===== config.mk =====
export PLATFORM = sky130hd
export DESIGN_NAME = mul_div_sequencer
export DESIGN_NICKNAME = d
export VERILOG_FILES = /design/src/rtl/mul_div_sequencer.sv
export SDC_FILE = /design/constraint.sdc
export NUM_CORES = 1
export LEC_CHECK = 0
export CORE_MARGIN = 2
export CORE_UTILIZATION = 35
export CTS_BUF_LIST = sky130_fd_sc_hd__clkbuf_4
export CTS_CLUSTER_DIAMETER = 60
export CTS_CLUSTER_SIZE = 20
export DETAILED_ROUTE_END_ITERATION = 12
export PLACE_DENSITY_LB_ADDON = 0.3
export SLEW_MARGIN = 0
export SYNTH_ARGS = -nofsm -noshare
export SYNTH_HDL_FRONTEND = slang
export SYNTH_SLANG_ARGS = --single-unit

===== constraint.sdc =====
create_clock -name clk -period 4.85 [get_ports clk]
set_input_delay 0.97 -clock clk [delete_from_list [all_inputs] [get_ports clk]]
set_output_delay 0.97 -clock clk [all_outputs]
set_load 0.01 [all_outputs]

===== src/rtl/mul_div_sequencer.sv =====
// ---------------------------------------------------------------------------
// mul_div_sequencer
//   Iterative multiply/divide unit with architectural HI/LO registers for a
//   MIPS-style pipeline. Multiply is radix-2 shift-add and divide is radix-2
//   restoring. Both work on operand magnitudes, and the sign is fixed up in a
//   final FIX cycle.
//
//   Optional build macro: MD_FAST_MULT_EN
//     When defined, MULT/MULTU finish in a single RUN cycle using a
//     combinational full-width product. Divide timing does not change.
//     When undefined, every op is iterative and no WIDTH x WIDTH multiplier
//     is built.
//
// Ports
//   clk             rising-edge clock
//   reset           synchronous, active-low reset
//   Start           launch request from the EX stage (ignored while Busy)
//   Op[1:0]         00 MULT, 01 MULTU, 10 DIV, 11 DIVU
//   A, B            multiplicand/dividend and multiplier/divisor
//   HiWrite/LoWrite MTHI/MTLO strobes; WData is the write data
//   ReadHiLo        EX stage is executing MFHI/MFLO this cycle
//   HI, LO          architectural result registers
//   Busy            an operation is in flight (RUN or FIX)
//   Stall           combinational hold request to the pipeline
//   Done            one-cycle completion pulse
//   DivZero         one-cycle pulse with Done for a divide by zero
// ---------------------------------------------------------------------------
module mul_div_sequencer #(
   parameter int WIDTH = 32
) (
   input  logic             clk,
   input  logic             reset,
   input  logic             Start,
   input  logic [1:0]       Op,
   input  logic [WIDTH-1:0] A,
   input  logic [WIDTH-1:0] B,
   input  logic             HiWrite,
   input  logic             LoWrite,
   input  logic [WIDTH-1:0] WData,
   input  logic             ReadHiLo,
   output logic [WIDTH-1:0] HI,
   output logic [WIDTH-1:0] LO,
   output logic             Busy,
   output logic             Stall,
   output logic             Done,
   output logic             DivZero
);

   localparam int CW = $clog2(WIDTH);

   typedef enum logic [1:0] {S_IDLE, S_RUN, S_FIX} state_t;

   state_t           state_q, state_d;
   logic [CW-1:0]    cnt_q, cnt_d;
   logic             is_div_q, is_div_d;
   logic             res_neg_q, res_neg_d;   // product/quotient must be negated
   logic             rem_neg_q, rem_neg_d;   // remainder takes dividend sign
   logic             dz_q, dz_d;             // divide-by-zero pending for FIX
   logic [WIDTH-1:0] m_q, m_d;               // multiplicand or divisor magnitude
   logic [WIDTH-1:0] ph_q, ph_d;             // product high / partial remainder
   logic [WIDTH-1:0] pl_q, pl_d;             // multiplier bits / dividend->quotient
   logic [WIDTH-1:0] hi_q, hi_d;
   logic [WIDTH-1:0] lo_q, lo_d;
   logic             done_q, done_d;
   logic             divzero_q, divzero_d;

   // Operand magnitudes for the signed ops. The most-negative value maps onto
   // itself, and read as unsigned that is the correct magnitude.
   logic             a_neg, b_neg;
   logic [WIDTH-1:0] a_mag, b_mag;

   assign a_neg = ~Op[0] & A[WIDTH-1];
   assign b_neg = ~Op[0] & B[WIDTH-1];
   assign a_mag = a_neg ? -A : A;
   assign b_mag = b_neg ? -B : B;

   // Shift-add step: add the multiplicand into the upper half when the
   // current multiplier LSB is set, then shift the whole 2W pair right.
   logic [WIDTH:0] madd;
   assign madd = {1'b0, ph_q} + (pl_q[0] ? {1'b0, m_q} : {(WIDTH+1){1'b0}});

   // Restoring step: bring the next dividend bit into the partial remainder
   // and subtract the divisor only if it fits. The remainder stays below the
   // divisor, so the shifted value needs just one extra bit.
   logic [WIDTH:0] dr, dsub;
   logic           dge;
   assign dr   = {ph_q, pl_q[WIDTH-1]};
   assign dge  = (dr >= {1'b0, m_q});
   assign dsub = dr - {1'b0, m_q};

   // Sign fix-up applied in FIX.
   logic [2*WIDTH-1:0] prod, prod_s;
   logic [WIDTH-1:0]   quo_s, rem_s;
   assign prod   = {ph_q, pl_q};
   assign prod_s = res_neg_q ? -prod : prod;
   assign quo_s  = res_neg_q ? -pl_q : pl_q;
   assign rem_s  = rem_neg_q ? -ph_q : ph_q;

`ifdef MD_FAST_MULT_EN
   logic [2*WIDTH-1:0] fprod;
   assign fprod = {{WIDTH{1'b0}}, m_q} * {{WIDTH{1'b0}}, pl_q};
`endif

   always_comb begin
      state_d   = state_q;
      cnt_d     = cnt_q;
      is_div_d  = is_div_q;
      res_neg_d = res_neg_q;
      rem_neg_d = rem_neg_q;
      dz_d      = dz_q;
      m_d       = m_q;
      ph_d      = ph_q;
      pl_d      = pl_q;
      hi_d      = hi_q;
      lo_d      = lo_q;
      done_d    = 1'b0;
      divzero_d = 1'b0;

      case (state_q)
         S_IDLE: begin
            if (Start) begin
               // Start takes priority: a write arriving in the same cycle is
               // dropped, because the result will overwrite HI/LO anyway.
               state_d   = S_RUN;
               cnt_d     = '0;
               is_div_d  = Op[1];
               res_neg_d = a_neg ^ b_neg;
               rem_neg_d = a_neg;
               dz_d      = Op[1] & (B == '0);
               ph_d      = '0;
               if (Op[1]) begin
                  m_d  = b_mag;
                  pl_d = a_mag;
               end else begin
                  m_d  = a_mag;
                  pl_d = b_mag;
               end
            end else begin
               if (HiWrite) hi_d = WData;
               if (LoWrite) lo_d = WData;
            end
         end

         S_RUN: begin
            if (is_div_q) begin
               ph_d = dge ? dsub[WIDTH-1:0] : dr[WIDTH-1:0];
               pl_d = {pl_q[WIDTH-2:0], dge};
            end else begin
               ph_d = madd[WIDTH:1];
               pl_d = {madd[0], pl_q[WIDTH-1:1]};
            end
            cnt_d = cnt_q + CW'(1);
            if (cnt_q == CW'(WIDTH-1)) state_d = S_FIX;
`ifdef MD_FAST_MULT_EN
            if (!is_div_q) begin
               {ph_d, pl_d} = fprod;
               state_d      = S_FIX;
            end
`endif
         end

         S_FIX: begin
            if (is_div_q) begin
               // With a zero divisor every restoring step subtracts 0. The
               // remainder ends up holding the dividend magnitude, so the
               // sign fix gives back A. Only the quotient is forced.
               hi_d = rem_s;
               lo_d = dz_q ? '1 : quo_s;
            end else begin
               hi_d = prod_s[2*WIDTH-1:WIDTH];
               lo_d = prod_s[WIDTH-1:0];
            end
            done_d    = 1'b1;
            divzero_d = dz_q;
            state_d   = S_IDLE;
         end

         default: state_d = S_IDLE;
      endcase
   end

   always_ff @(posedge clk) begin
      if (!reset) begin
         state_q   <= S_IDLE;
         cnt_q     <= '0;
         is_div_q  <= 1'b0;
         res_neg_q <= 1'b0;
         rem_neg_q <= 1'b0;
         dz_q      <= 1'b0;
         m_q       <= '0;
         ph_q      <= '0;
         pl_q      <= '0;
         hi_q      <= '0;
         lo_q      <= '0;
         done_q    <= 1'b0;
         divzero_q <= 1'b0;
      end else begin
         state_q   <= state_d;
         cnt_q     <= cnt_d;
         is_div_q  <= is_div_d;
         res_neg_q <= res_neg_d;
         rem_neg_q <= rem_neg_d;
         dz_q      <= dz_d;
         m_q       <= m_d;
         ph_q      <= ph_d;
         pl_q      <= pl_d;
         hi_q      <= hi_d;
         lo_q      <= lo_d;
         done_q    <= done_d;
         divzero_q <= divzero_d;
      end
   end

   assign HI      = hi_q;
   assign LO      = lo_q;
   assign Busy    = (state_q != S_IDLE);
   assign Stall   = Busy & (Start | ReadHiLo | HiWrite | LoWrite);
   assign Done    = done_q;
   assign DivZero = divzero_q;

endmodule


==> impl_metrics.xml, run 1 <==
<?xml version="1.0" encoding="UTF-8"?>
<metrics>
  <group name="outcome">
    <metric name="status" unit="">complete, no violations</metric>
  </group>
  <group name="synth">
    <metric name="syn-mean-instance-area" unit="um2">7.33</metric>
    <metric name="ys_types" unit="">77</metric>
    <metric name="post_synth_instance_area" unit="um2">14700</metric>
    <metric name="synth_top_cell_by_area" unit="">sky130_fd_sc_hd__dfxtp_1</metric>
    <metric name="synth_fp_nets" unit="">2186</metric>
    <metric name="synth.top_cell.area_share" unit="%">23.5</metric>
    <metric name="synth_edf_count" unit="">0</metric>
    <metric name="synth_seq_area_share" unit="%">23.5</metric>
    <metric name="synth-warning-count" unit="">0</metric>
    <metric name="syn_inst" unit="">2010</metric>
    <metric name="synth_ff_type" unit="">sky130_fd_sc_hd__dfxtp_1</metric>
    <metric name="ys_top_cells_by_area" unit="">sky130_fd_sc_hd__dfxtp_1, sky130_fd_sc_hd__a21oi_1, sky130_fd_sc_hd__ha_1</metric>
    <metric name="async_reset_ff_share" unit="%">0</metric>
    <metric name="ys_ff_latch" unit="">173</metric>
  </group>
  <group name="floorplan">
    <metric name="ioPinCount" unit="">172</metric>
    <metric name="core" unit="um2">41800</metric>
    <metric name="die_height" unit="um">209</metric>
    <metric name="rows" unit="">75</metric>
    <metric name="dieArea" unit="um2">43800</metric>
    <metric name="initial_utilization" unit="%">35.3</metric>
    <metric name="chipWidth" unit="um">209</metric>
  </group>
  <group name="worst_setup_path">
    <metric name="critical_path.reg2reg.endpoint" unit="">ph_q[27]</metric>
    <metric name="crit_path_frequent_cell" unit="">sky130_fd_sc_hd__nor2_1</metric>
    <metric name="worstPathBufferInverterCount" unit="">1</metric>
    <metric name="worst-setup-path-type" unit="">flip-flop to flip-flop</metric>
    <metric name="rr_startpoint" unit="">pl_q[0]</metric>
    <metric name="setup_slack_reg_to_reg" unit="ps">650</metric>
    <metric name="cp_slowest_stage_delay" unit="ps">680</metric>
    <metric name="timing.critical_path.required" unit="ps">5380</metric>
    <metric name="end_kind" unit="">flip-flop</metric>
    <metric name="cpMaxStageDelayCell" unit="">sky130_fd_sc_hd__dfxtp_1</metric>
    <metric name="ff2ff_path_depth" unit="">12</metric>
    <metric name="worstPathArrival" unit="ps">4740</metric>
    <metric name="cpLargestDelayFamily" unit="">compound AO/OA/AOI/OAI gates</metric>
    <metric name="worst_setup_path_start_kind" unit="">flip-flop</metric>
    <metric name="crit_chain" unit="">inv_1, nor2_1, ha_1, o211ai_1, a21oi_1, o41a_1, a2111oi_0, nor2_1, a21o_1, a31oi_1, xnor2_1, a221o_1</metric>
    <metric name="crit_fanout" unit="">14</metric>
  </group>
  <group name="clock_tree">
    <metric name="htree_levels" unit="">4</metric>
    <metric name="clk_pin_slew_worst_paths" unit="ps">170</metric>
    <metric name="clockRootBuffer" unit="">sky130_fd_sc_hd__clkbuf_4</metric>
    <metric name="ctsLongestPathBuffers" unit="">2</metric>
    <metric name="post_cts.repair.setup_buffers" unit="">0</metric>
    <metric name="post_cts_hold_buffer_count" unit="">0</metric>
    <metric name="number_of_buffers_added_by_the_clock_tree_synthesis_step" unit="">17</metric>
    <metric name="clock_sinks" unit="">173</metric>
    <metric name="tritoncts" unit="">done</metric>
    <metric name="insertion_delay" unit="ps">630</metric>
    <metric name="post_cts.resized_instances" unit="">0</metric>
  </group>
  <group name="power">
    <metric name="power.switching_fraction" unit="%">39.9</metric>
    <metric name="power.share.clock" unit="%">23.5</metric>
    <metric name="power-per-cell-area" unit="nW/um2">234</metric>
    <metric name="ir_drop" unit="uV">110</metric>
    <metric name="power.total" unit="mW">4.04</metric>
    <metric name="p_int" unit="mW">2.43</metric>
    <metric name="power.combinational.fraction" unit="%">36.4</metric>
    <metric name="net-switching-power" unit="mW">1.61</metric>
    <metric name="share_seq_of_total_power" unit="%">40.0</metric>
    <metric name="leakage_power" unit="nW">6.52</metric>
  </group>
  <group name="placement">
    <metric name="place.gp.congestion" unit="">0.966</metric>
    <metric name="detailed_place.area" unit="um2">16900</metric>
    <metric name="io_buffers" unit="">171</metric>
    <metric name="dp_hpwl" unit="mm">44.0</metric>
    <metric name="post-place-ws" unit="ps">773</metric>
  </group>
  <group name="sta">
    <metric name="rsz0062_at_grt" unit="">false</metric>
    <metric name="report.final.slew_viol_count" unit="">0</metric>
    <metric name="relSlewSlack" unit="%">23.5</metric>
    <metric name="worst_slew_pin_slew" unit="ps">1140</metric>
    <metric name="setup_tns" unit="ps">0</metric>
    <metric name="post-route-worst-setup-slack" unit="ps">646</metric>
    <metric name="setup_viol_count_final" unit="">0</metric>
    <metric name="clock_skew_after_layout" unit="ps">45.2</metric>
    <metric name="period_minus_slack" unit="ps">4200</metric>
    <metric name="number_of_hold_violations_in_the_final_report" unit="">0</metric>
    <metric name="max_freq" unit="MHz">238</metric>
    <metric name="final_min_period_over_clock_period" unit="%">86.7</metric>
  </group>
  <group name="global_route">
    <metric name="grt_pass1_vias" unit="">14600</metric>
    <metric name="grt_overall_usage" unit="%">25.4</metric>
    <metric name="grt-ovfl-total" unit="">0</metric>
    <metric name="antenna_found_initial" unit="">3</metric>
    <metric name="grt_first_pass_wirelength" unit="mm">87.3</metric>
    <metric name="grt_max_degree" unit="">93</metric>
  </group>
  <group name="routing">
    <metric name="drt-initial-drc-count" unit="">1715</metric>
    <metric name="drtPass1Iterations" unit="">7</metric>
    <metric name="vias_post_dr" unit="">15800</metric>
    <metric name="avgRoutedWirePerCell" unit="um">21.5</metric>
    <metric name="detail_route.drc_violations" unit="">0</metric>
    <metric name="routed_via_density" unit="">5.95</metric>
    <metric name="final_wl" unit="mm">57.0</metric>
    <metric name="antenna_violating_nets_left" unit="">0</metric>
  </group>
  <group name="cells_and_area">
    <metric name="layout-area-overhead-vs-synth" unit="%">16.8</metric>
    <metric name="final_design_area_no_fill" unit="um2">17200</metric>
    <metric name="fin_nets" unit="">2271</metric>
    <metric name="layout-drive-gt1-share" unit="%">6.69</metric>
  </group>
  <group name="hold_path">
    <metric name="hold_path_end" unit="">LO[5]</metric>
    <metric name="hold_path.class" unit="">flip-flop to flip-flop</metric>
    <metric name="worst_hold_startpoint" unit="">LO[5]</metric>
    <metric name="hold-path-cell-count" unit="">2</metric>
  </group>
  <group name="flow_run">
    <metric name="drv.max_cap_violation_count" unit="">0</metric>
  </group>
</metrics>
[sequential cells by signal, summed over array words and instances (netlist names)]
signal	flops
HI	32
ph_q	32
dz_q	1
pl_q	32
m_q	32
Done	1
state_q	2
is_div_q	1
cnt_q	5
DivZero	1
LO	32
rem_neg_q	1
res_neg_q	1
[worst register-to-register path: stages, from the launching register on]
cell                        delay (ps)
sky130_fd_sc_hd__dfxtp_1           680
sky130_fd_sc_hd__inv_1             400
sky130_fd_sc_hd__nor2_1            240
sky130_fd_sc_hd__ha_1              310
sky130_fd_sc_hd__o211ai_1          180
sky130_fd_sc_hd__a21oi_1            80
sky130_fd_sc_hd__o41a_1            460
sky130_fd_sc_hd__a2111oi_0         660
sky130_fd_sc_hd__nor2_1            250
sky130_fd_sc_hd__a21o_1            280
sky130_fd_sc_hd__a31oi_1           220
sky130_fd_sc_hd__xnor2_1            80
sky130_fd_sc_hd__a221o_1           310
[final cells by class]
cell class                 instances  area (um2)
fill                            4258       24500
multi-input combinational       1626       10500
sequential                       173        3460
timing repair buffer             209        2020
tap                              539         674
inverter                          68         256
clock inverter                    12         153
clock buffer                      20         150
antenna                            1        2.50
[power by group through the flow]
stage               Combinational (mW)  Sequential, mW  Clock, mW
floorplan                        0.931            1.60          0
global placement                  1.43            1.64          0
detailed placement                1.44            1.64          0
CTS                               1.45            1.61      0.955
global route                      1.59            1.62       1.01
finish                            1.47            1.62      0.950
[layout by cell type, fill, tap and decap left out, types with 36 or more instances in the layout]
master	synthesis	final
sky130_fd_sc_hd__nand2_1	227	226
sky130_fd_sc_hd__a21oi_1	221	221
sky130_fd_sc_hd__nor2_1	191	188
sky130_fd_sc_hd__dfxtp_1	173	172
sky130_fd_sc_hd__clkdlybuf4s50_1	0	170
sky130_fd_sc_hd__o21ai_0	132	132
sky130_fd_sc_hd__xnor2_1	100	100
sky130_fd_sc_hd__ha_1	70	70
sky130_fd_sc_hd__xor2_1	69	69
sky130_fd_sc_hd__inv_1	68	67
sky130_fd_sc_hd__mux2i_1	55	55
sky130_fd_sc_hd__a211oi_1	50	50
sky130_fd_sc_hd__nor3_1	40	40
sky130_fd_sc_hd__o221ai_1	39	39
sky130_fd_sc_hd__a21o_1	37	37
sky130_fd_sc_hd__buf_4	0	36
[metrics by stage]
stage	hold WS, ps	util, %	std cells
final	465	41.2	2648
after global routing	485	41.2	2648
after CTS	464	41.2	2647
after detailed placement	445	40.5	2615
after global placement	442	40.5	2615
after floorplan	424	-	2010
[layer usage]
layer,global-route usage [%],wire [um]
met1,36.4,26400
met2,39.4,24700
met3,3.28,4100
met4,8.10,1770
met5,0,21
[worst max path at each step]
| stage | slack [ps] | cells past startpoint | startpoint | end |
|---|---|---|---|---|
| final | 650 | 12 | pl_q[0] | ph_q[27] |
| after global routing | 490 | 12 | pl_q[0] | ph_q[27] |
| after CTS | 780 | 12 | pl_q[0] | ph_q[27] |
| after detailed placement | 770 | 12 | A[0] | pl_q[24] |
| after floorplan | 1430 | 14 | pl_q[0] | ph_q[27] |
| after global placement | 780 | 9 | B[8] | pl_q[31] |
[cell usage after synthesis, types with 32 or more instances]
cell type,count
sky130_fd_sc_hd__o21ai_0,132
sky130_fd_sc_hd__a21oi_1,221
sky130_fd_sc_hd__nand2_1,227
sky130_fd_sc_hd__nand3_1,32
sky130_fd_sc_hd__dfxtp_1,173
sky130_fd_sc_hd__xnor2_1,100
sky130_fd_sc_hd__xor2_1,69
sky130_fd_sc_hd__a21o_1,37
sky130_fd_sc_hd__inv_1,68
sky130_fd_sc_hd__a211oi_1,50
sky130_fd_sc_hd__mux2_2,33
sky130_fd_sc_hd__ha_1,70
sky130_fd_sc_hd__mux2i_1,55
sky130_fd_sc_hd__o211ai_1,35
sky130_fd_sc_hd__nor3_1,40
sky130_fd_sc_hd__clkbuf_1,123
sky130_fd_sc_hd__nor2_1,191
sky130_fd_sc_hd__o221ai_1,39
[logic make-up after synthesis]
kind of cell    synth area share (%)
mux                             6.26
fa+ha+maj                       6.22
flops                           23.5
simple gates                    20.1
xor+xnor                        10.0
buf+inv                         5.48
compound gates                  28.4
(Power assumes the default switching activity.)
==> run 2, diff against run 1 <==
GPL_TIMING_DRIVEN = 1   (was default)
==> results of run 2 <==
Final layout, timing and power as in run 1 (identical DEF).
